`src/rtl/load_store_unit.sv`:
```
// load_store_unit: MIPS byte/half/word loads and stores onto a word-wide data memory
module load_store_unit #(
  parameter int DM_DEPTH   = 1024,
  parameter bit BIG_ENDIAN = 1'b1
) (
  input  logic        clk,
  input  logic        rst_n,
  input  logic        req_valid,
  output logic        req_ready,
  input  logic [3:0]  req_op,
  input  logic [31:0] req_addr,
  input  logic [31:0] req_wdata,
  output logic        resp_valid,
  output logic [31:0] resp_rdata,
  output logic        resp_err,
  output logic [31:0] dm_address,
  output logic [31:0] dm_data_write,
  output logic        dm_mem_write,
  input  logic [31:0] dm_data_read
);
  localparam logic [2:0] IDLE = 3'd0, LD = 3'd1, RD = 3'd2, WR = 3'd3, ERR = 3'd4;
  localparam logic [29:0] DEPTH_W = 30'(DM_DEPTH);
  logic [2:0] state_q, state_d;
  logic [2:0] op_q;
  logic [31:0] addr_q, dwr_q, rdata_q;
  logic [15:0] wdata_q;
  logic valid_q, err_q, accept, bad;
  logic [1:0] bl;
  logic [4:0] sh;
  logic [31:0] shifted, mask, merged, ext;
  assign req_ready = state_q == IDLE;
  assign accept = req_valid && req_ready;
  assign bad = &req_op[1:0] || (req_op[1:0] == 2'b01 && req_addr[0]) ||
               (req_op[1:0] == 2'b10 && |req_addr[1:0]) || req_addr[31:2] >= DEPTH_W;
  // physical byte lane of the addressed offset; the half lane is its upper bit
  assign bl = BIG_ENDIAN ? ~addr_q[1:0] : addr_q[1:0];
  assign sh = op_q[0] ? {bl[1], 4'b0000} : {bl, 3'b000};
  assign shifted = dm_data_read >> sh;
  assign mask = (op_q[0] ? 32'h0000_FFFF : 32'h0000_00FF) << sh;
  assign merged = (dm_data_read & ~mask) | (({16'b0, wdata_q} << sh) & mask);
  assign dm_address = {2'b00, addr_q[31:2]};
  assign dm_mem_write = state_q == WR;
  assign dm_data_write = dwr_q;
  assign resp_valid = valid_q;
  assign resp_rdata = rdata_q;
  assign resp_err = err_q;
  // extract the addressed lane and sign/zero extend it; words pass through
  always_comb
    ext = op_q[1] ? dm_data_read :
          op_q[0] ? {{16{~op_q[2] & shifted[15]}}, shifted[15:0]} :
                    {{24{~op_q[2] & shifted[7]}}, shifted[7:0]};
  // sequencing: IDLE dispatches on accept, RD always feeds WR, every other state returns to IDLE
  always_comb
    state_d = state_q == IDLE ? (!accept ? IDLE : bad ? ERR : !req_op[3] ? LD : req_op[1] ? WR : RD) :
              state_q == RD ? WR : IDLE;
  // state, request latch, write word (SW data or merged sub-word) and response registers
  always_ff @(posedge clk or negedge rst_n)
    if (!rst_n) begin
      state_q <= IDLE;
      op_q    <= '0;
      addr_q  <= '0;
      wdata_q <= '0;
      dwr_q   <= '0;
      rdata_q <= '0;
      valid_q <= 1'b0;
      err_q   <= 1'b0;
    end else begin
      state_q <= state_d;
      valid_q <= state_q inside {LD, WR, ERR};
      err_q   <= state_q == ERR;
      rdata_q <= state_q == LD ? ext : '0;
      if (accept) begin
        op_q    <= req_op[2:0];
        addr_q  <= req_addr;
        wdata_q <= req_wdata[15:0];
      end
      if (state_q == RD) dwr_q <= merged;
      else if (accept && state_d == WR) dwr_q <= req_wdata;
    end
endmodule
```
`config.mk`:
```
export PLATFORM = sky130hd
export DESIGN_NAME = load_store_unit
export DESIGN_NICKNAME = d
export VERILOG_FILES = /design/src/rtl/load_store_unit.sv
export SDC_FILE = /design/constraint.sdc
export NUM_CORES = 1
export LEC_CHECK = 0
export CORE_MARGIN = 2
export CORE_UTILIZATION = 45
export CTS_BUF_LIST = sky130_fd_sc_hd__clkbuf_2 sky130_fd_sc_hd__clkbuf_4 sky130_fd_sc_hd__clkbuf_8
export DETAILED_ROUTE_END_ITERATION = 10
export PLACE_DENSITY = 0.78
export SLEW_MARGIN = 15
export SYNTH_ARGS = -nofsm -noshare
export SYNTH_HDL_FRONTEND = slang
export SYNTH_SLANG_ARGS = --single-unit
export TNS_END_PERCENT = 100
```
`constraint.sdc`:
```
create_clock -name clk -period 4 [get_ports clk]
set_clock_uncertainty 0.2 [all_clocks]
set_input_delay 0.4 -clock clk [delete_from_list [all_inputs] [get_ports clk]]
set_output_delay 0.4 -clock clk [all_outputs]
set_load 0.005 [all_outputs]
```
==> reports/qor.txt, run 1 <==
routed length per instance: 22.0 um
number of buffers created by CTS: 17
endpoint type of the worst setup path: flip-flop
total track usage: 0.270
prevailing post-synth register cell: dfrtp_1
max-cap check violation count: 0
final antenna diode count: 0
number of cells in the finished layout apart from fillers: 900
post-detailed-route via-to-cell ratio: 6.03
signal arrival time at the worst endpoint: 2.89 ns
unrepaired setup endpoints after global routing: no
worst slack on hold paths: 0.311 ns
number of enable-type register cells in the synthesized netlist: 0
IO buf count: 200
Cell Chain, Critical Path: inv_1 > nor4_1 > a21oi_1 > o221a_2
Clk pin slew, worst setup/hold paths: 0.07 ns
post-synthesis instance area: 6290 um^2
pin count of the biggest net entering global routing: 60
Warnings, synthesis: 0
ys async rst share: 1.00
endpoint of the worst hold-timing path: addr_q[18]
transition time at the pin with the least slew margin: 0.980 ns
pwr dens: 380 nW/um^2
Fin. Hold Viols: 0
number of nets in the final layout: 810
placeable core area: 13,800 um^2
Slew Limit Fails: 0
DRT Pass-1 Iters: 6
post-route clock period utilization: 0.689
classification of the worst-slack hold path: flip-flop to flip-flop
antenna violations before repair: 0
clk root buf: clkbuf_8
peak supply drop: 0.000357 V
post-synthesis instance total: 563
DP HPWL: 14,500 um
static leakage: 3.45 nW
startpoint kind of the worst setup timing path: flip-flop
count leader, synth: dfrtp_1
x dimension of the die: 122 um
largest stage delay on the critical path: 0.77 ns
number of cells after detailed placement: 867
number of DRC violations after detailed routing: 0
pre-CTS setup slack: 1.03 ns
slowest CP cell: dfrtp_1
level count of the clock H-tree: 4
top cells by area, synth: dfrtp_1, mux2_2, a22oi_1
Sequential cell area: 3000 um^2
flip-flop and latch count after synthesis: 120
Clock Latency Late Sink: 0.45 ns
area used by multi-input combinational logic: 2800 um^2
critical hold path startpoint: addr_q[18]
worst hold path depth: 1
reg-to-reg slack, setup: 1.24 ns
number of routed nets with antenna violations: 0
maximum net fanout on the critical path: 31
Die Area: 14,900 um^2
final-layout fill cell count: 1,103
Die Y: 122 um
number of placement rows: 43
Mean Syn Cell Area: 11.2 um^2
number of design-rule violations left by the first detailed-router iteration: 501
Worst Path Required: 4.14 ns
maximum clock path buffer count: 2
count of unique library cells instantiated by Yosys: 45
worst-case reg-to-reg path depth: 4
overall routed net length: 19,800 um
TNS Setup: 0 ns
effective utilization at floorplan: 0.457
final setup violating endpoints: 0
area share of the leading cell type in the synthesized netlist: 0.477
WS Path Type: flip-flop to flip-flop
fraction of final layout cells with drive strength greater than 1: 0.163
routability congestion estimate: 0.957
run status: completed
CTS resizes: 0
Final WS setup: 1.24 ns
fmax: 363 MHz
Syn-to-layout area delta: 36.5%
reg-to-reg critical path endpoint: resp_rdata[4]
first-pass GRT wire length: 30,200 um
clock tree from TritonCTS: done
proportion of synthesized chip area in sequential cells: 0.477
worst r2r src: addr_q[1]
cell accounting for the most synthesized area: dfrtp_1
total I/O pin count: 203
total via count after detailed routing: 5,424
clock net sink count: 120
number of global-route vias before repair: 5,520
worst max-slew margin expressed relative to the limit: 0.344
final worst path period need: 2.76 ns
total congestion overflow: 0
ranking of synthesized cells by instance count: dfrtp_1, mux2_2, a22oi_1
metal layers:
metal  wire [um]  track usage  part of all wire
met1        7810        0.335              0.39
met2        9230        0.426              0.47
met3        2170       0.0962              0.11
met4         612        0.120             0.031
met5           0            0                 0
area by class of cell:
cell class	instances	area share
sequential	120	0.350
multi-input combinational	350	0.326
timing repair buffer	213	0.244
clock buffer	20	0.0313
tap	180	0.0262
clock inverter	12	0.0203
inverter	5	0.00219
power breakdown:
group | total [mW] | internal (mW) | switching (mW)
clock | 1.21 | 0.715 | 0.496
combinational | 0.658 | 0.350 | 0.309
sequential | 1.39 | 1.29 | 0.0996
total | 3.26 | 2.36 | 0.905
kinds of logic after synthesis:
kind of cell,Yosys count,share of synthesized area
and+or+nand+nor,70,0.0650
other,1,0.000596
DFF,120,0.477
buffers and inverters,94,0.0810
AOI/OAI and AO/OA,202,0.245
muxes,76,0.131
worst max path at each step:
stage          slack [ns]  cells after the start    startpoint                end
6_report             1.24                      4     addr_q[1]      resp_rdata[4]
5_1_grt              1.20                      4     addr_q[1]      resp_rdata[4]
4_1_cts              1.31                      4     addr_q[1]      resp_rdata[4]
3_5_place_dp         1.03                      5  req_addr[28]  dm_data_write[31]
3_3_place_gp         1.06                      5  req_addr[28]  dm_data_write[31]
2_1_floorplan        2.11                      5    state_q[2]  dm_data_write[31]
critical path, delay by kind of cell, from the launching register on:
| family | cells | cell delay [ns] |
|---|---|---|
| and+or+nand+nor | 1 | 0.61 |
| AOI/OAI and AO/OA | 2 | 0.44 |
| DFF | 1 | 0.77 |
| buffers and inverters | 1 | 0.62 |
flip-flops by register name, indices dropped and copies added (netlist names):
signal and flops:
addr_q 32, dm_data_write 32, resp_rdata 32, wdata_q 16
op_q 3, state_q 3, resp_err 1, resp_valid 1
cell usage in the layout (no fill, tap or decap), types with 13 or more instances in the layout:
cell	Yosys	final
o31ai_1	31	31
clkbuf_8	0	19
a22oi_1	48	48
o21ai_0	33	33
a41oi_1	31	31
a2bb2oi_1	15	15
mux2_2	49	49
nor2_1	22	21
dfrtp_1	120	120
buf_4	35	13
clkdlybuf4s50_1	0	199
mux2i_1	26	26
stage by stage:
step	area (um^2)	total power, mW	util
detailed placement	8130	2.06	0.590
finish	8590	3.26	0.623
CTS	8580	3.28	0.623
global route	8590	3.39	0.623
floorplan	6290	1.78	-
global placement	8130	2.04	0.590
repair_timing:
item,CTS,global route
buffers inserted,0,0
hold buffers,1,0
endpoints found under the hold margin,57,0
Note: power is estimated with default switching activity, not from simulation.
==> inputs of run 2 (changes only) <==
- CORE_UTILIZATION: 45 -> 43
- clock period: 4 -> 2.3 ns (I/O delays scaled with it)
==> reports/qor.txt, run 2 (synthesis gave the netlist of run 1 again) <==
Die Area: 15,600 um^2 (+4.5%)
DP HPWL: 15,300 um (+5.8%)
x dimension of the die: 125 um (+2.2%)
Clock Latency Late Sink: 0.45 ns (about the same)
pwr dens: 654 nW/um^2 (+72%)
static leakage: 3.61 nW (+4.5%)
number of global-route vias before repair: 5,742 (+4.0%)
run status: completed
IO buf count: 200 (unchanged)
Fin. Hold Viols: 0 (unchanged)
total I/O pin count: 203 (unchanged)
first-pass GRT wire length: 32,200 um (+6.7%)
clk root buf: clkbuf_8
clock net sink count: 120 (unchanged)
final setup violating endpoints: 0 (unchanged)
number of routed nets with antenna violations: 0 (unchanged)
startpoint kind of the worst setup timing path: flip-flop
pin count of the biggest net entering global routing: 40 (-33%)
fmax: 455 MHz
final worst path period need: 2.20 ns
total via count after detailed routing: 5,610 (+3.4%)
fraction of final layout cells with drive strength greater than 1: 0.196 (+0.0335)
worst max-slew margin expressed relative to the limit: 0.606 (+0.262)
unrepaired setup endpoints after global routing: no
buffers inserted by post-CTS timing repair: 0 (unchanged)
total congestion overflow: 0 (unchanged)
total track usage: 0.266 (-0.00465)
Setup crit start: state_q[2]
Slew Limit Fails: 0 (unchanged)
final antenna diode count: 0 (unchanged)
level count of the clock H-tree: 4 (unchanged)
post-route clock period utilization: 0.955
overall routed net length: 20,600 um (+4.0%)
peak supply drop: 0.000479 V (+34%)
maximum clock path buffer count: 2 (unchanged)
Clk pin slew, worst setup/hold paths: 0.07 ns (about the same)
transition time at the pin with the least slew margin: 0.592 ns (-0.388 ns)
placeable core area: 14,400 um^2 (+4.7%)
max-cap check violation count: 0 (unchanged)
classification of the worst-slack hold path: primary input to async pin
clock tree from TritonCTS: done
signal arrival time at the worst endpoint: 1.77 ns (-1.12 ns)
number of nets in the final layout: 840 (+3.7%)
worst slack on hold paths: 0.0261 ns (-0.284 ns)
Die Y: 125 um (+2.2%)
worst r2r src: addr_q[0]
post-detailed-route via-to-cell ratio: 6.01 (-0.34%)
effective utilization at floorplan: 0.436 (-0.0206)
Syn-to-layout area delta: 40.9%
commonest non-fill, non-tap cells in the layout: clkdlybuf4s50_1, dfrtp_1, mux2_2, a22oi_1, buf_4
Final WS setup: 0.103 ns (-1.14 ns)
number of buffers created by CTS: 17 (unchanged)
maximum net fanout on the critical path: 6 (-81%)
most common cell after layout, fill and taps aside: clkdlybuf4s50_1
pre-CTS setup slack: 0.0192 ns (-1.01 ns)
number of placement rows: 44 (+2.3%)
number of DRC violations after detailed routing: 0 (unchanged)
final core utilization: 0.614 (-0.00913)
Worst Path Required: 1.87 ns (-2.27 ns)
TNS Setup: 0 ns (unchanged)
routed length per instance: 22.1 um (+0.19%)
number of design-rule violations left by the first detailed-router iteration: 522 (+4.2%)
DRT Pass-1 Iters: 5 (-1)
endpoint type of the worst setup path: output pin
WS Path Type: flip-flop to output pin
antenna violations before repair: 0 (unchanged)
routability congestion estimate: 0.986 (+3.0%)
==> run 2: per-stage QoR <==
stage / instance area (um^2) / total power [mW] / instances
after floorplan: 6290 / 3.10 / 564
after global placement: 8400 / 3.64 / 901
after detailed placement: 8400 / 3.67 / 901
after CTS: 8860 / 5.81 / 934
after global routing: 8860 / 6.03 / 934
final: 8860 / 5.79 / 934
==> run 2: power by group <==
part | switching, mW | internal [mW] | total [mW]
Clock | 0.877 | 1.26 | 2.14
Combinational | 0.600 | 0.667 | 1.27
Sequential | 0.142 | 2.25 | 2.39
==> run 2: final cells by class <==
type | count | area (um^2)
multi-input cells | 350 | 2800
fillers | 1150 | 5560
clock buffers | 20 | 275
repair buffers | 243 | 2360
clock inverters | 12 | 173
inverters | 5 | 18.8
flip-flops and latches | 120 | 3000
well taps | 184 | 230
==> run 2: final timing paths <==
check                           endpoint  slack (ns)  cells after the start
max reg2reg                resp_rdata[8]        0.13                      4
min                        resp_rdata[5]        0.03                      2
min reg2reg                   addr_q[29]        0.30                      1
max                         dm_mem_write        0.10                      3
min in group clk                 op_q[2]        0.19                      3
max in group asynchronous     state_q[2]        1.08                      3
==> run 2: critical path: stages (launching register included) <==
cell and delay (ns):
dfrtp_2 0.45, nand2b_1 0.21, nor2_1 0.12, clkdlybuf4s50_1 0.54
==> run 2: what timing repair did <==
| action | CTS | global route |
|---|---|---|
| endpoints found under the hold margin | 120 | 0 |
| setup endpoints to repair | 0 | 3 |
| gates resized for setup | 0 | 3 |
| hold buffers | 1 | 0 |
==> run 2: per-layer routing <==
layer,share of wire,routed length [um],global-route usage
met3,0.088,1820,0.0907
met2,0.47,9730,0.421
met5,0,0,0
met1,0.42,8600,0.343
met4,0.022,458,0.0915
==> inputs of run 3 (changes only) <==
- SLEW_MARGIN: 15 -> 20
==> results of run 3 <==
Final layout, timing and power as in run 2 (identical DEF).
